## config.mk

```make
export PLATFORM = sky130hd
export DESIGN_NAME = uart_cmd_rx
export DESIGN_NICKNAME = d
export VERILOG_FILES = /design/src/rtl/uart_cmd_rx_pkg.sv /design/src/rtl/uart_cmd_rx_byte.sv /design/src/rtl/uart_cmd_rx.sv
export SDC_FILE = /design/constraint.sdc
export NUM_CORES = 1
export LEC_CHECK = 0
export ABC_AREA = 1
export BUFFER_PORTS_ARGS = -buffer_cell sky130_fd_sc_hd__buf_4
export CAP_MARGIN = 20
export CORE_ASPECT_RATIO = 0.8
export CORE_MARGIN = 5
export CORE_UTILIZATION = 41
export CTS_CLUSTER_DIAMETER = 200
export DETAILED_ROUTE_END_ITERATION = 10
export GPL_ROUTABILITY_DRIVEN = 0
export PLACE_DENSITY_LB_ADDON = 0.05
export SYNTH_ARGS = -nofsm -noshare
export SYNTH_HDL_FRONTEND = slang
export SYNTH_SLANG_ARGS = --single-unit
```

## constraint.sdc

```tcl
create_clock -name clk -period 2.4 [get_ports clk]
set_input_delay 0.36 -clock clk [delete_from_list [all_inputs] [get_ports clk]]
set_output_delay 0.36 -clock clk [all_outputs]
set_load 0.01 [all_outputs]
```

## src/rtl/uart_cmd_rx_pkg.sv

```systemverilog
// Shared constants for the debug serial command receiver: command codes,
// ASCII bytes, default bit period and the byte-to-command decode helper.
package uart_cmd_rx_pkg;

    // 27 MHz system clock / 115200 baud
    localparam int DELAY_FRAMES_DEFAULT = 234;

    localparam logic [2:0] CMD_NONE   = 3'd0;
    localparam logic [2:0] CMD_FEED   = 3'd1;
    localparam logic [2:0] CMD_PLAY   = 3'd2;
    localparam logic [2:0] CMD_CLEAN  = 3'd3;
    localparam logic [2:0] CMD_SLEEP  = 3'd4;
    localparam logic [2:0] CMD_WAKE   = 3'd5;
    localparam logic [2:0] CMD_TALK   = 3'd6;
    localparam logic [2:0] CMD_STATUS = 3'd7;

    localparam logic [7:0] ASCII_CR    = 8'h0D;
    localparam logic [7:0] ASCII_LF    = 8'h0A;
    localparam logic [7:0] ASCII_F     = 8'h46;
    localparam logic [7:0] ASCII_P     = 8'h50;
    localparam logic [7:0] ASCII_C     = 8'h43;
    localparam logic [7:0] ASCII_S     = 8'h53;
    localparam logic [7:0] ASCII_W     = 8'h57;
    localparam logic [7:0] ASCII_T     = 8'h54;
    localparam logic [7:0] ASCII_QMARK = 8'h3F;

    typedef enum logic [2:0] {
        RX_IDLE, RX_START, RX_DATA, RX_STOP, RX_BREAK
    } rx_state_t;

    typedef enum logic [1:0] {
        DEC_WAIT_CMD, DEC_WAIT_TERM, DEC_DISCARD
    } dec_state_t;

    function automatic logic is_term(input logic [7:0] b);
        return (b == ASCII_CR) || (b == ASCII_LF);
    endfunction

    // Letters match with bit 5 cleared (case-insensitive); '?' must match exactly.
    function automatic logic [2:0] cmd_decode(input logic [7:0] b);
        logic [7:0] up;
        logic [2:0] code;
        up   = b & 8'hDF;
        code = CMD_NONE;
        if (b == ASCII_QMARK)   code = CMD_STATUS;
        else if (up == ASCII_F) code = CMD_FEED;
        else if (up == ASCII_P) code = CMD_PLAY;
        else if (up == ASCII_C) code = CMD_CLEAN;
        else if (up == ASCII_S) code = CMD_SLEEP;
        else if (up == ASCII_W) code = CMD_WAKE;
        else if (up == ASCII_T) code = CMD_TALK;
        return code;
    endfunction

endpackage

```

## src/rtl/uart_cmd_rx_byte.sv

```systemverilog
// 8N1 byte receiver: 2-flop synchroniser, armed flag and bit-timing FSM.
// DELAY_FRAMES must be at least 8.
module uart_rx_byte
    import uart_cmd_rx_pkg::*;
#(
    parameter int DELAY_FRAMES = DELAY_FRAMES_DEFAULT
) (
    input  logic       clk,
    input  logic       rst_n,
    input  logic       i_uart_rx,
    output logic [7:0] o_rx_data,
    output logic       o_rx_valid,
    output logic       o_frame_err
);

    localparam int HALF_DELAY_WAIT = DELAY_FRAMES / 2;
    localparam int CNT_W = $clog2(DELAY_FRAMES);
    localparam logic [CNT_W-1:0] BIT_LAST  = CNT_W'(DELAY_FRAMES - 1);
    localparam logic [CNT_W-1:0] HALF_LAST = CNT_W'(HALF_DELAY_WAIT - 1);

    logic             r_sync1, r_sync2;
    logic [1:0]       r_prime;
    logic             r_armed;
    rx_state_t        r_state, w_next;
    logic [CNT_W-1:0] r_cnt;
    logic [2:0]       r_bit;
    logic [7:0]       r_shift;
    logic [7:0]       r_rx_data;
    logic             r_rx_valid, r_frame_err;
    logic             w_line, w_cnt_clr, w_shift, w_byte_ok, w_frame_bad;

    assign w_line = r_sync2;

    // The synchroniser resets to 1, so arming waits until real line values
    // have reached r_sync2; a line held low through reset never arms.
    always_ff @(posedge clk or negedge rst_n) begin
        if (!rst_n) begin
            r_sync1 <= 1'b1;
            r_sync2 <= 1'b1;
            r_prime <= 2'b00;
            r_armed <= 1'b0;
        end else begin
            r_sync1 <= i_uart_rx;
            r_sync2 <= r_sync1;
            r_prime <= {r_prime[0], 1'b1};
            if (r_prime[1] && w_line) r_armed <= 1'b1;
        end
    end

    always_comb begin
        w_next      = r_state;
        w_cnt_clr   = 1'b0;
        w_shift     = 1'b0;
        w_byte_ok   = 1'b0;
        w_frame_bad = 1'b0;
        case (r_state)
            RX_IDLE: begin
                w_cnt_clr = 1'b1;
                if (r_armed && !w_line) w_next = RX_START;
            end
            RX_START: begin
                if (r_cnt == HALF_LAST) begin
                    w_cnt_clr = 1'b1;
                    w_next    = w_line ? RX_IDLE : RX_DATA;
                end
            end
            RX_DATA: begin
                if (r_cnt == BIT_LAST) begin
                    w_cnt_clr = 1'b1;
                    w_shift   = 1'b1;
                    if (r_bit == 3'd7) w_next = RX_STOP;
                end
            end
            RX_STOP: begin
                if (r_cnt == BIT_LAST) begin
                    w_cnt_clr = 1'b1;
                    if (w_line) begin
                        w_byte_ok = 1'b1;
                        w_next    = RX_IDLE;
                    end else begin
                        w_frame_bad = 1'b1;
                        w_next      = RX_BREAK;
                    end
                end
            end
            RX_BREAK: begin
                w_cnt_clr = 1'b1;
                if (w_line) w_next = RX_IDLE;
            end
            default: w_next = RX_IDLE;
        endcase
    end

    always_ff @(posedge clk or negedge rst_n) begin
        if (!rst_n) begin
            r_state     <= RX_IDLE;
            r_cnt       <= '0;
            r_bit       <= 3'd0;
            r_shift     <= 8'h00;
            r_rx_data   <= 8'h00;
            r_rx_valid  <= 1'b0;
            r_frame_err <= 1'b0;
        end else begin
            r_state     <= w_next;
            r_cnt       <= w_cnt_clr ? '0 : r_cnt + CNT_W'(1);
            r_rx_valid  <= w_byte_ok;
            r_frame_err <= w_frame_bad;
            if (w_shift) begin
                r_shift <= {w_line, r_shift[7:1]};
                r_bit   <= r_bit + 3'd1;
            end
            if (w_byte_ok) r_rx_data <= r_shift;
        end
    end

    assign o_rx_data   = r_rx_data;
    assign o_rx_valid  = r_rx_valid;
    assign o_frame_err = r_frame_err;

endmodule

```

## src/rtl/uart_cmd_rx.sv

```systemverilog
// Debug-link command receiver: bytes from uart_rx_byte are decoded into
// one-cycle command pulses for the pet state logic.
module uart_cmd_rx
    import uart_cmd_rx_pkg::*;
#(
    parameter int DELAY_FRAMES = DELAY_FRAMES_DEFAULT
) (
    input  logic       clk,
    input  logic       rst_n,
    input  logic       uart_rx,
    output logic [7:0] rx_data,
    output logic       rx_valid,
    output logic       frame_err,
    output logic       cmd_valid,
    output logic [2:0] cmd_code,
    output logic       cmd_err
);

    logic [7:0] w_rx_data;
    logic       w_rx_valid, w_frame_err;
    logic       w_is_term;
    logic [2:0] w_code;
    dec_state_t r_dec_state, w_dec_next;
    logic       w_fire, w_err, w_pend_load;
    logic [2:0] r_pend, r_cmd_code;
    logic       r_cmd_valid, r_cmd_err;

    uart_rx_byte #(
        .DELAY_FRAMES(DELAY_FRAMES)
    ) u_rx_byte (
        .clk        (clk),
        .rst_n      (rst_n),
        .i_uart_rx  (uart_rx),
        .o_rx_data  (w_rx_data),
        .o_rx_valid (w_rx_valid),
        .o_frame_err(w_frame_err)
    );

    assign w_is_term = is_term(w_rx_data);
    assign w_code    = cmd_decode(w_rx_data);

    // A line is one letter then CR/LF; anything else poisons it until CR/LF.
    always_comb begin
        w_dec_next  = r_dec_state;
        w_fire      = 1'b0;
        w_err       = 1'b0;
        w_pend_load = 1'b0;
        case (r_dec_state)
            DEC_WAIT_CMD: begin
                if (w_frame_err) begin
                    w_err      = 1'b1;
                    w_dec_next = DEC_DISCARD;
                end else if (w_rx_valid && !w_is_term) begin
                    if (w_code != CMD_NONE) begin
                        w_pend_load = 1'b1;
                        w_dec_next  = DEC_WAIT_TERM;
                    end else begin
                        w_err      = 1'b1;
                        w_dec_next = DEC_DISCARD;
                    end
                end
            end
            DEC_WAIT_TERM: begin
                if (w_frame_err) begin
                    w_err      = 1'b1;
                    w_dec_next = DEC_DISCARD;
                end else if (w_rx_valid) begin
                    if (w_is_term) begin
                        w_fire     = 1'b1;
                        w_dec_next = DEC_WAIT_CMD;
                    end else begin
                        w_err      = 1'b1;
                        w_dec_next = DEC_DISCARD;
                    end
                end
            end
            DEC_DISCARD: begin
                if (w_rx_valid && w_is_term) w_dec_next = DEC_WAIT_CMD;
            end
            default: w_dec_next = DEC_WAIT_CMD;
        endcase
    end

    always_ff @(posedge clk or negedge rst_n) begin
        if (!rst_n) begin
            r_dec_state <= DEC_WAIT_CMD;
            r_pend      <= CMD_NONE;
            r_cmd_code  <= CMD_NONE;
            r_cmd_valid <= 1'b0;
            r_cmd_err   <= 1'b0;
        end else begin
            r_dec_state <= w_dec_next;
            r_cmd_valid <= w_fire;
            r_cmd_err   <= w_err;
            if (w_pend_load) r_pend <= w_code;
            if (w_fire) r_cmd_code <= r_pend;
        end
    end

    assign rx_data   = w_rx_data;
    assign rx_valid  = w_rx_valid;
    assign frame_err = w_frame_err;
    assign cmd_valid = r_cmd_valid;
    assign cmd_code  = r_cmd_code;
    assign cmd_err   = r_cmd_err;

endmodule
```

== Word level (Yosys, flattened, before mapping) ==
Cells that the tools add are included.

* Bits in registers: 47
* Bits of input ports: 3
* Word-level logic and storage cells: 109

* Add/subtract/negate cells: 2
* Equal/unequal tests: 27
* Muxes and demuxes: 50
* Reduce and logical (&&, ||, !) cells: 14

{| class="wikitable"
|+ Operators with widths
! operator !! number
|-
| 7-bit by 6-bit equality test with 1-bit output, second input constant || 6
|-
| 3-bit two-way mux || 14
|-
| 1-bit two-way mux || 23
|-
| 8-bit by 4-bit equality test with 1-bit output, second input constant || 2
|-
| 2-bit two-way mux || 8
|-
| 3-bit one-hot mux with 5 select lines || 1
|-
| 2-bit by 1-bit inequality test with 1-bit output, second input constant || 6
|-
| 8-bit by 1-bit adder with 8-bit output, second input constant || 1
|-
| 8-bit by 6-bit equality test with 1-bit output, second input constant || 1
|-
| 8-bit by 7-bit equality test with 1-bit output, second input constant || 1
|-
| 8-bit equality test, second input constant || 1
|-
| 8-bit two-way mux || 1
|-
| 3-bit by 2-bit equality test with 1-bit output, second input constant || 2
|-
| 3-bit equality test, second input constant || 2
|-
| 2-bit one-hot mux with 3 select lines || 1
|-
| 6-bit AND reduction || 1
|-
| 1-bit logical AND || 4
|-
| 2-bit OR reduction || 2
|-
| 3-bit by 1-bit adder with 3-bit output, second input constant || 1
|-
| 3-bit by 1-bit equality test with 1-bit output, second input constant || 1
|-
| 3-bit zero test || 1
|-
| 3-bit by 1-bit inequality test with 1-bit output, second input constant || 1
|-
| 3-bit by 2-bit inequality test with 1-bit output, second input constant || 1
|-
| 1-bit one-hot mux with 3 select lines || 1
|-
| 9 further kinds || 10
|}

== Logic depth before layout (Yosys ltp) ==
* Depth after elaboration: 13
* Mapped depth: 12
* Gate-level depth less buffers: 11

== By module ==
Synthesis repeated with hierarchy kept, for this count alone.

* Cell total of the unflattened synthesis: 286
* Area total of the unflattened synthesis: 2376.0 um2

{| class="wikitable"
|+ Modules (own cells, without submodules)
! module !! instances !! cells an instance !! area an instance (um2) !! seq. area each (um2)
|-
| uart_rx_byte || 1 || 178 || 1706.6 || 928.4
|-
| uart_cmd_rx || 1 || 108 || 669.4 || 250.2
|}

== Least setup slack after synthesis ==
No wires, ideal clock.

* Path type: register -> register
* Start: register u_rx_byte.r_cnt[1]
* End: register u_rx_byte.r_shift[7]
* Library setup time: 0.123 ns
* Arrival: 1.378 ns
* Required time: 2.277 ns
* Path slack: 0.900 ns
* Stages on the path, launching flop included: 13
* Path buffers: 1
* Period minus slack after synthesis: 1.500 ns
* Cell sequence: dfrtp_1 > inv_1 > ha_1 > nand2_1 > nor2_1 > nand2_2 > inv_2 > nand3_2 > nor2_2 > inv_2 > buf_6 > nand2_1 > o21ai_2

* Longest elaborated chain between the ends: 3

{| class="wikitable"
|+ RTL lines
! what !! RTL line !! source
|-
| start: declaration || uart_cmd_rx_byte.sv:25 || <nowiki>logic [CNT_W-1:0] r_cnt;</nowiki>
|-
| start signal: assignment || uart_cmd_rx_byte.sv:105 || <nowiki>r_cnt <= w_cnt_clr ? '0 : r_cnt + CNT_W'(1);</nowiki>
|-
| 8-bit equality test || uart_cmd_rx_byte.sv:68 || <nowiki>if (r_cnt == BIT_LAST) begin</nowiki>
|-
| 1-bit two-way mux || uart_cmd_rx_byte.sv:68 ||
|-
| 1-bit two-way mux || uart_cmd_rx_byte.sv:56 || <nowiki>case (r_state)</nowiki>
|-
| end signal: assignment || uart_cmd_rx_byte.sv:109 || <nowiki>r_shift <= {w_line, r_shift[7:1]};</nowiki>
|-
| end: declaration || uart_cmd_rx_byte.sv:27 || <nowiki>logic [7:0] r_shift;</nowiki>
|}

Every way passes these cells.
A chain may end at the register's enable or synchronous reset.

== Worst setup path in the final report ==
* Start: register u_rx_byte.r_cnt[1]
* End: register u_rx_byte.r_shift[1]

The elaborated chain is that of the path after synthesis.

==> results.md <==
* Post-route cell area at between 2000 and 3000 sq um
* Post-DP Area at 2410 sq um
* Register area share after synthesis at 0.529
* Worst Skew at 0.00473 ns
* Final WL at ~4100 um
* CP Capture Type: register
* Critical path startpoint: u_rx_byte.r_cnt[1]
* Yosys reg bits at 47
* Fin crit period at around 1.7 ns
* # setup viols final at 0
* Unrepaired setup endpoints after global routing: no
* Count of cell types in the netlist at 30
* # IOs at 18
* Hold_buf cts at 0
* Initial drt markers at 63
* CTS H-tree lvls at 2
* Clock root cell: clkbuf_8
* Nets@finish at 293
* Sw Ratio at 0.276
* Setup TNS at 0 ns
* Highest Signal Layer: met4
* Data arrival time of the worst path at 1.90 ns
* Clk sinks at 47
* Final Slew Violations at 0
* FF-to-FF End: u_rx_byte.r_shift[1]
* Post-Syn Area at 2230 sq um
* DIE WIDTH at approximately 90 um
* Tot GR Track Use at 0.131
* Via/cell ratio at 4.63
* Startpoint class of the critical path: register
* Max-cap check violation count at 0
* Worst path required time at 2.60 ns
* Met1 Routed Length at 2260 um
* Fin util at 0.474
* Global-route wire length before repair at 7330 um
* Worst-Margin Slew at roughly 0.6 ns
* Clk buf depth at 2
* CP Class: reg -> reg
* CTS tree: yes
* Net Sw Power at 0.513 mW
* Flop-to-flop setup slack at 0.70 ns
* Total power at roughly 1.9 mW
* Max Fclk at between 500 and 600 MHz
* Largest net degree at the start of global routing at 48
* Die area at 7020 sq um
* R2r worst-path depth at 12
* Leak at 1.29 nW
* CTS Buf Count at 5
* Peak VDD IR at 0.347 mV
* N_diodes at 0
* Vias in the first global route at 1532
* Chip height at 75.9 um
* Drt drc at 0
* Mapped Nets at ~270
* Share of layout cells above drive strength 1 at 0.178
* Setup Buffers After CTS at 0
* Post-DRT Antenna Nets at 0
* Starting Density at 0.415
* Critical path fanouts, max at 11
* Mean post-synth cell area at ~8.5 sq um
* Vias at 1626
* Combinational Power Share at 0.146
* Ys Warns at 0
* HPWL after DPL at 2950 um
* Power density over cell area at roughly 730 nW/um^2
* Synth area leader: dfrtp_1
* Post-synth top area share at 0.505
* WL/cell at 11.7 um
* Outcome: finished, final reports clean
* Area contributors post-synth: dfrtp_1 (51%), nand2_1 (13%), inv_1 (5.6%)
* Area growth syn-to-layout at 14.3%
* Hold Vio Cnt, Final at 0
* Total gr overflow at 0
* Later-pin clock latency in the skew report at 0.30 ns
* IO buf count at 17
* Hold Crit Class: in -> async
* Post-Syn Instances at around 260
* Period utilisation layout at 0.708
* Hold Slack at 0.0523 ns
* Max_slew headroom at 0.590
* Rows at 24
* Reg2reg start: u_rx_byte.r_cnt[1]
* Met2 Routed Length at ~1600 um
* Internal cell power at between 1 and 1.5 mW
* Drt pass-1 iters at 4
* Wire length on met3 at 159 um
* Antenna violations before repair at 0
* Part of the power in the clock network at 0.372
* Sequential power share at 0.482
* Core ar. at 5380 sq um
* Worst-path clk slew at 0.09 ns
* PostCTS Resize Cnt at 0
cells by family after synthesis:
group	after synthesis	share of synthesized area
buffers and inverters	41	0.0792
adders and majority gates	5	0.0281
AOI/OAI and AO/OA	30	0.0837
other	1	0.00168
and+or+nand+nor	137	0.267
DFF	47	0.529
xor gates and xnor gates	2	0.0112
through the flow:
| step | setup slack (ns) | std cells |
|---|---|---|
| CTS | 0.674 | 351 |
| finish | 0.701 | 351 |
| global route | 0.475 | 351 |
| detailed placement | 0.692 | 343 |
| floorplan | 0.900 | 263 |
| global placement | 0.730 | 343 |
power by group through the flow:
stage	Combinational (mW)	Clock, mW	Sequential [mW]
global route	0.325	0.746	0.904
finish	0.272	0.690	0.895
floorplan	0.207	0	0.897
detailed placement	0.275	0	0.911
CTS	0.276	0.714	0.895
global placement	0.271	0	0.908
cells in the final DEF, fill, tap and decap left out, drive strengths merged:
| master | count |
|---|---|
| nand2 | 80 |
| dfrtp | 45 |
| inv | 38 |
| nor2 | 33 |
| o21ai | 20 |
| buf | 18 |
| nand3 | 11 |
| nor3 | 7 |
| ha | 5 |
| clkbuf | 5 |
| a21oi | 4 |
| nand4 | 3 |
| nor3b | 2 |
| a31oi | 2 |
| bufinv | 2 |
| dfstp | 2 |
| o211ai | 2 |
| xor2 | 2 |
| or2 | 1 |
| o31ai | 1 |
| a21boi | 1 |
| clkinvlp | 1 |
| conb | 1 |
area by class of cell:
cell class / instances / area [sq um]
clock buffer: 5 / 68.8
sequential: 47 / 1180
inverter: 38 / 143
timing repair buffer: 18 / 135
clock inverter: 3 / 67.6
fill: 527 / 2830
multi-input combinational: 175 / 873
tap: 65 / 81.3
sequential cells by signal (all words and copies together) (netlist names), 2 cells and up:
signal and cells:
u_rx_byte.r_shift 8, u_rx_byte.r_bit 3, u_rx_byte.r_cnt 8, cmd_code 3, r_pend 3, u_rx_byte.o_rx_data 8
r_dec_state 2, u_rx_byte.r_prime 2, u_rx_byte.r_state 3
worst max-delay path, stage by stage (launching register included):
cell and delay, ns:
dfrtp_1 0.40, inv_1 0.08, ha_1 0.14, nand2_1 0.05, nor2_1 0.10, nand2_2 0.12, inv_2 0.08, nand3_2 0.08
nor2_2 0.08, buf_4 0.18, inv_2 0.13, nand2_1 0.10, o21ai_2 0.05
worst max-delay path by stage:
stage	to	slack (ns)	cells past startpoint
after CTS	u_rx_byte.o_rx_data[1]	0.67	8
after detailed placement	u_rx_byte.o_rx_data[1]	0.69	7
after floorplan	u_rx_byte.r_shift[7]	0.90	12
after global routing	u_rx_byte.o_rx_data[7]	0.47	8
final	u_rx_byte.r_shift[1]	0.70	12
after global placement	u_rx_byte.o_rx_data[5]	0.73	7
synthesized netlist by cell type (all sizes together):
cell type,number
nand2,80
dfrtp,45
inv,38
nor2,33
o21ai,20
nand3,11
nor3,7
ha,5
a21oi,4
buf,3
nand4,3
a31oi,2
dfstp,2
nor3b,2
o211ai,2
xor2,2
a21boi,1
conb,1
o31ai,1
or2,1
layer usage:
metal / vias up / track usage
met5: - / 0
met4: 0 / 0.0534
met3: 8 / 0.0347
met2: 21 / 0.171
met1: 733 / 0.200
li1: 864 / -
No activity file was read; power rests on OpenSTA's default activity.
